===== config.mk =====
export PLATFORM = sky130hd
export DESIGN_NAME = rv_rr_arbiter
export DESIGN_NICKNAME = d
export VERILOG_FILES = /design/src/rtl/rv_rr_arbiter.sv
export SDC_FILE = /design/constraint.sdc
export NUM_CORES = 1
export LEC_CHECK = 0
export ABC_AREA = 0
export BUFFER_PORTS_ARGS = -buffer_cell sky130_fd_sc_hd__buf_2
export CORE_AREA = 3 3 105 77
export CTS_BUF_LIST = sky130_fd_sc_hd__clkbuf_2 sky130_fd_sc_hd__clkbuf_4 sky130_fd_sc_hd__clkbuf_8
export DETAILED_ROUTE_END_ITERATION = 7
export DIE_AREA = 0 0 108 80
export GPL_ROUTABILITY_DRIVEN = 0
export PLACE_DENSITY = 0.66
export REMOVE_ABC_BUFFERS = 1
export SKIP_CTS_REPAIR_TIMING = 1
export SLEW_MARGIN = 20
export SYNTH_ARGS = -nofsm -noshare
export SYNTH_HDL_FRONTEND = slang
export SYNTH_SLANG_ARGS = --single-unit

===== constraint.sdc =====
create_clock -name clk -period 2.16 [get_ports clk]
set_clock_uncertainty 0.1 [all_clocks]
set_input_delay 0.108 -clock clk [delete_from_list [all_inputs] [get_ports clk]]
set_output_delay 0.108 -clock clk [all_outputs]
set_load 0.01 [all_outputs]

===== src/rtl/rv_rr_arbiter.sv =====
// Round-robin N:1 ready/valid arbiter with a single registered output slot.
// Optional build macro RV_ARB_PRIO0_EN: requester 0 becomes strict-priority; the others stay round-robin.
module rv_rr_arbiter #(
    parameter int DW = 32,
    parameter int N  = 4
) (
    input  logic                 clk,
    input  logic                 rst_n,
    input  logic [N-1:0]         in_valid,
    output logic [N-1:0]         in_ready,
    input  logic [N*DW-1:0]      in_data,
    output logic                 out_valid,
    input  logic                 out_ready,
    output logic [DW-1:0]        out_data,
    output logic [$clog2(N)-1:0] out_src
);

    localparam int IW = $clog2(N);

    logic          full;
    logic [DW-1:0] data_q;
    logic [IW-1:0] src_q;
    logic [IW-1:0] ptr;

    logic          found;
    logic [IW-1:0] grant;
    logic [IW-1:0] idx;
    logic [DW-1:0] grant_data;
    logic          accept;
    logic          push;
    logic          pop;

    assign accept = ~full | out_ready;
    assign push   = found & accept;
    assign pop    = full & out_ready;

    // Search starts one past the last grant, so the last winner has lowest priority.
    always_comb begin
        found = 1'b0;
        grant = '0;
        idx   = '0;
`ifdef RV_ARB_PRIO0_EN
        if (in_valid[0]) begin
            found = 1'b1;
        end
`endif
        for (int k = 1; k <= N; k++) begin
            idx = IW'((int'(ptr) + k) % N);
            if (!found && in_valid[idx]) begin
                found = 1'b1;
                grant = idx;
            end
        end
    end

    always_comb begin
        grant_data = '0;
        for (int i = 0; i < N; i++) begin
            if (grant == IW'(i)) begin
                grant_data = in_data[i*DW +: DW];
            end
        end
    end

    always_comb begin
        in_ready = '0;
        if (push) begin
            in_ready[grant] = 1'b1;
        end
    end

    // A push always wins over a pop: the slot is refilled and stays full.
    always_ff @(posedge clk or negedge rst_n) begin
        if (!rst_n) begin
            full   <= 1'b0;
            data_q <= '0;
            src_q  <= '0;
            ptr    <= IW'(N - 1);
        end else begin
            if (push) begin
                full   <= 1'b1;
                data_q <= grant_data;
                src_q  <= grant;
`ifdef RV_ARB_PRIO0_EN
                if (grant != '0) begin
                    ptr <= grant;
                end
`else
                ptr <= grant;
`endif
            end else if (pop) begin
                full <= 1'b0;
            end
        end
    end

    assign out_valid = full;
    assign out_data  = data_q;
    assign out_src   = src_q;

endmodule


==> run metrics, run 1 <==
Post-Syn Instances 216; Pwr per Cell Area 773 nW/um^2; GRT Total Usage 0.151; FF+latch count, synth 37; Worst Path Required 1.95 ns; boundary pin count roughly 170; Post-Route WL between 7000 and 8000 microns; Overflow after GRT 0; fin. max-slew vios 0; full die area 8640 sq um; starting density of the core 0.323; CTS tree built; core area 7190 sq um; Seq/Total Area, Yosys 0.400; cts bufs inserted 5; drt pass-1 iters 5; largest net degree at the start of global routing 38; final setup vio count 0; Top Layer Used met4; Chip Height 80 microns; crit path launch type flip-flop; number of max-cap violations 0; largest fanout on the critical path 18; WL met1 3030 microns; Netlist cell types 26; Slowest Stage Delay on Critical Path about 0.60 ns; Fmax about 0.49 GHz; fin crit period 2.06 ns; Crit-path slowest cell dfstp_2; # nets final 527; first-pass GRT wire length 10700 microns; period utilisation layout 0.954; post-route setup TNS 0 ns; ANT cells 0; Die Wd roughly 110 microns; Mapped Area ~2300 sq um; outcome complete, no violations; Most used DFF post-synth dfrtp_1; met2 routed WL 3500 microns; Slew headroom 0.447; via count roughly 2400; Worst-Margin Slew 0.830 ns; post-route ant nets 0; htree depth 2; initial antenna violation count 0; CP Class flip-flop to output pin; Synth top area share 0.377; DRC Markers 0; Mapped Avg Cell Area 10.8 sq um; final hold viol count 0; vias in the first global route ~2300; Syn-to-layout area delta 46.7%; wire length per cell between 10 and 15 microns; clk sinks 37; Ys Warns 0; P_leak 1.77 nW; share of cells above drive strength 1 0.552; Detailed Place HPWL 5420 microns; design area 3410 sq um; RSZ-0062 raised after global routing true; clock root cell clkbuf_8; largest area contributor in the netlist dfrtp_1; Post-synth EDFFs 0; placed instance area 3250 sq um; Layout Utilization 0.474; worst skew pair latency between 0.2 and 0.3 ns; metal3 WL 442 microns; clock slew at reported path FFs 0.07 ns; worst path cell trace nand3b_1 > a31oi_4 > buf_12 > nand2_1 > nor2_1 > buf_2; Iter 0 DRT Violations 68; cell with the most instances after synthesis mux2i_1; crit end category output pin; via/cell ratio 4.84; FP Rows 26; CTS max path bufs 2; Synth top cells by count mux2i_1, dfrtp_1, nand2_1, a21oi_1, o22ai_1; Hold Crit Class input pin to flip-flop; # port buffers 173; Worst IR Drop VDD 0.266 mV; CP Data Arrival Time between 1.5 and 2 ns; async set-or-reset flop fraction in the synthesized netlist 1.00; synth top area cells dfrtp_1, mux2i_1, mux2_2
## layout make-up
cell class	count	area [sq um]
repair buffers	186	1010
well taps	98	123
clock buffers	7	83.8
flip-flops and latches	37	928
multi-input cells	159	1250
clock inverters	1	5.00
fillers	698	3780
inverters	3	11.3
## flip-flops by register name, summed over array words and instances, names as in the netlist
signal     count
out_data      32
out_src        2
ptr            2
out_valid      1
## logic make-up after synthesis
kind of cell	Yosys count	share of synthesized area
AOI/OAI and AO/OA	61	0.178
buffers and inverters	20	0.0711
DFF	37	0.400
muxes	65	0.290
and+or+nand+nor	33	0.0614
## path summary, 6_finish.rpt
path	cells after the start	startpoint	slack, ns	to
worst min-delay path	3	in_data[38]	0.02	out_data[6]$_DFFE_PN0N_
worst min register to register	2	out_data[7]$_DFFE_PN0N_	0.38	out_data[7]$_DFFE_PN0N_
max in group asynchronous	2	rst_n	1.07	out_valid$_DFFE_PN0P_
min in group asynchronous	2	rst_n	0.36	out_data[0]$_DFFE_PN0N_
worst max-delay path	6	ptr[1]$_DFFE_PN1N_	0.10	in_ready[3]
worst max register to register	7	ptr[1]$_DFFE_PN1N_	0.10	out_data[30]$_DFFE_PN0N_
## power breakdown
| part | leakage, nW | switching (mW) | total, mW | internal (mW) |
|---|---|---|---|---|
| clock network | 0.0491 | 0.233 | 0.485 | 0.252 |
| logic | 1.30 | 0.584 | 1.18 | 0.592 |
| registers | 0.423 | 0.0966 | 0.974 | 0.877 |
| total | 1.77 | 0.914 | 2.64 | 1.72 |
## routing by layer
layer / vias up / global-route usage
met2: 87 / 0.263
met4: 0 / 0.0416
met3: 9 / 0.0283
met1: 1110 / 0.190
met5: - / 0
li1: 1170 / -
## worst max-delay path: cells and delay by family (launching register included)
family / cells / cell delay, ns
AO/OA/AOI/OAI: 1 / 0.21
buffers and inverters: 2 / 0.35
AND/OR/NAND/NOR: 3 / 0.41
flip-flops: 1 / 0.60
## cell usage in the layout (no fill, tap or decap), types with 2 or more instances in the layout
cell type / n
a21oi_1: 18
inv_1: 3
buf_2: 173
mux2i_1: 47
dfrtp_1: 35
o22ai_1: 19
nand2b_1: 2
clkbuf_8: 5
a21o_1: 3
o221ai_1: 14
nand2_1: 22
nor3_1: 2
buf_12: 2
o21a_1: 2
mux2_2: 18
nor2_1: 3
dfstp_2: 2
clkbuf_4: 2
buf_4: 9
## through the flow
step / hold WS (ns) / setup slack [ns] / cells / total power, mW
floorplan: -0.288 / -0.902 / 199 / 1.65
global placement: 0.150 / -0.124 / 479 / 2.10
detailed placement: 0.162 / -0.239 / 479 / 2.13
CTS: -0.151 / -0.252 / 487 / 2.63
global route: 0.0233 / -0.0459 / 491 / 2.81
finish: 0.0210 / 0.100 / 491 / 2.64
No activity file was read; power rests on OpenSTA's default activity.
==> inputs of run 2 (changes only) <==
--- a/config.mk
+++ b/config.mk
@@ -6,13 +6,12 @@
 export NUM_CORES = 1
 export LEC_CHECK = 0
 export ABC_AREA = 0
-export BUFFER_PORTS_ARGS = -buffer_cell sky130_fd_sc_hd__buf_2
 export CORE_AREA = 3 3 105 77
 export CTS_BUF_LIST = sky130_fd_sc_hd__clkbuf_2 sky130_fd_sc_hd__clkbuf_4 sky130_fd_sc_hd__clkbuf_8
 export DETAILED_ROUTE_END_ITERATION = 7
 export DIE_AREA = 0 0 108 80
+export DONT_BUFFER_PORTS = 1
 export GPL_ROUTABILITY_DRIVEN = 0
-export PLACE_DENSITY = 0.66
 export REMOVE_ABC_BUFFERS = 1
 export SKIP_CTS_REPAIR_TIMING = 1
 export SLEW_MARGIN = 20
==> run 2 against run 1 <==
Net effect:
- the flow now finishes with violations (hold timing)
- via count is 6.1% lower
- worst hold slack worse by 0.048 ns
- critical path depth fell by 2
==> run metrics, run 2 (synthesis gave the netlist of run 1 again) <==
# port buffers 0 (-100%); Hold Crit Class input pin to flip-flop; DRC Markers 0 (unchanged); via/cell ratio 5.44 (+12%); Die Wd 108 microns (unchanged); final std cells w/o fill 410 (-16%); clock root cell clkbuf_8; initial antenna violation count 0 (unchanged); violated checks hold timing; drt pass-1 iters 4 (-1); Syn-to-layout area delta 50.5%; Detailed Place HPWL 4450 microns (-18%); Worst Path Required 1.95 ns (about the same); power share of the clock group 0.210 (+0.026); fin. max-slew vios 0 (unchanged); clk sinks 37 (unchanged); number of max-cap violations 0 (unchanged); via count 2231 (-6.1%); fin crit period 2.06 ns (+0.00190 ns); worst skew pair latency 0.28 ns (about the same); CTS max path bufs 2 (unchanged); commonest non-fill, non-tap cell in the layout dlygate4sd3_1; Post-Route WL 7940 microns (+13%); Net Sw Power 0.897 mW (-1.9%); htree depth 2 (unchanged); full die area 8640 sq um (unchanged); Iter 0 DRT Violations 81 (+19%); boundary pin count 174 (unchanged); first-pass GRT wire length 8590 microns (-19%); dpl cells 304 (-37%); share of power burned in registers 0.433 (+0.063); Worst-Margin Slew 0.492 ns (-0.339 ns); Pint 1.66 mW (-3.7%); Worst IR Drop VDD 0.290 mV (+9.2%); crit path launch type flip-flop; core area 7190 sq um (unchanged); CP Class flip-flop to output pin; vias in the first global route 1737 (-25%); final hold slack -0.0270 ns (-0.0480 ns); final setup vio count 0 (unchanged); post-route setup TNS 0 ns (unchanged); cts bufs inserted 5 (unchanged); max FFs per register 32 (unchanged); Fmax 0.485 GHz (about the same); RSZ-0062 raised after global routing true; final hold viol count 1 (+1); Sw Ratio 0.351 (+0.00423); ANT cells 0 (unchanged); largest fanout on the critical path 7 (-11); crit end category output pin; most frequent cells in the layout dlygate4sd3_1, mux2i_1, dfrtp_1, nand2_1; Chip Height 80 microns (unchanged); Overflow after GRT 0 (unchanged); Pwr per Cell Area 731 nW/um^2 (-5.5%); wire length per cell 19.4 microns (+35%); share of cells above drive strength 1 0.138 (-0.414); clock slew at reported path FFs 0.08 ns (about the same); outcome finished with violations; period utilisation layout 0.954 (about the same); post-route ant nets 0 (unchanged); GRT Total Usage 0.127 (-0.0238); largest net degree at the start of global routing 47 (+24%); FP Rows 26 (unchanged); # nets final 446 (-15%); CP Data Arrival Time 1.85 ns (about the same); Comb pwr share 0.357 (-0.089); CTS tree built; starting density of the core 0.323 (unchanged); P_leak 1.49 nW (-16%); Slew headroom 0.669 (+0.223)
run 2: cell count changes in the layout (fill, tap and decap cells not counted), moves of 2 or more:
cell	change
buf_2	-173
dlygate4sd3_1	+94
buf_4	-3
clkbuf_4	-2
clkbuf_8	+2
nor2_1	-2
nor2_2	+2
run 2: cell type report:
type / instances / area (sq um)
clock buffer: 7 / 96.3
clock inverter: 1 / 5.00
fill: 647 / 3690
inverter: 3 / 11.3
multi-input combinational: 159 / 1240
sequential: 37 / 928
tap: 98 / 123
timing repair buffer: 105 / 1090
run 2: metrics by stage:
| step | util | instance area (sq um) | hold WS, ns | power [mW] | setup WS [ns] |
|---|---|---|---|---|---|
| 5_1_grt | 0.486 | 3500 | -0.00447 | 2.71 | -0.0116 |
| 3_5_place_dp | 0.328 | 2360 | -0.287 | 1.81 | 0.00942 |
| 4_1_cts | 0.342 | 2460 | -0.607 | 2.36 | -0.0964 |
| 3_3_place_gp | 0.328 | 2360 | -0.287 | 1.79 | 0.131 |
| 6_report | 0.486 | 3500 | -0.0270 | 2.55 | 0.0984 |
| 2_1_floorplan | - | 2170 | -0.288 | 1.65 | -0.902 |
run 2: final timing paths:
path	slack (ns)	endpoint	depth (start not counted)	from
setup / recovery	0.1	in_ready[0]	4	ptr[1]$_DFFE_PN1N_
hold / removal	-0.03	out_data[0]$_DFFE_PN0N_	2	in_data[96]
setup reg to reg	0.16	out_data[14]$_DFFE_PN0N_	6	ptr[1]$_DFFE_PN1N_
hold reg to reg	0.41	ptr[1]$_DFFE_PN1N_	2	ptr[1]$_DFFE_PN1N_
max in group asynchronous	1.49	ptr[0]$_DFFE_PN1N_	2	rst_n
min in group asynchronous	0.21	out_data[16]$_DFFE_PN0N_	2	rst_n
run 2: metal layers:
layer / global-route usage / vias up / wire [microns]
met2: 0.218 / 133 / 4400
met5: 0 / - / 0
li1: - / 1004 / -
met4: 0.0391 / 0 / 150
met3: 0.0412 / 23 / 671
met1: 0.150 / 1071 / 2720
run 2: power groups by stage:
stage / clock network [mW] / registers, mW / logic, mW
after floorplan: 0 / 1.07 / 0.579
after global placement: 0 / 1.12 / 0.669
after detailed placement: 0 / 1.12 / 0.691
after CTS: 0.566 / 1.11 / 0.688
after global routing: 0.590 / 1.12 / 0.990
final: 0.536 / 1.11 / 0.911
run 2: critical path, cell delays in order, from the launching register on:
cell     delay [ns]
dfstp_2        0.60
mux2i_1        0.20
o22ai_1        0.15
a21o_1         0.22
nor3_1         0.40
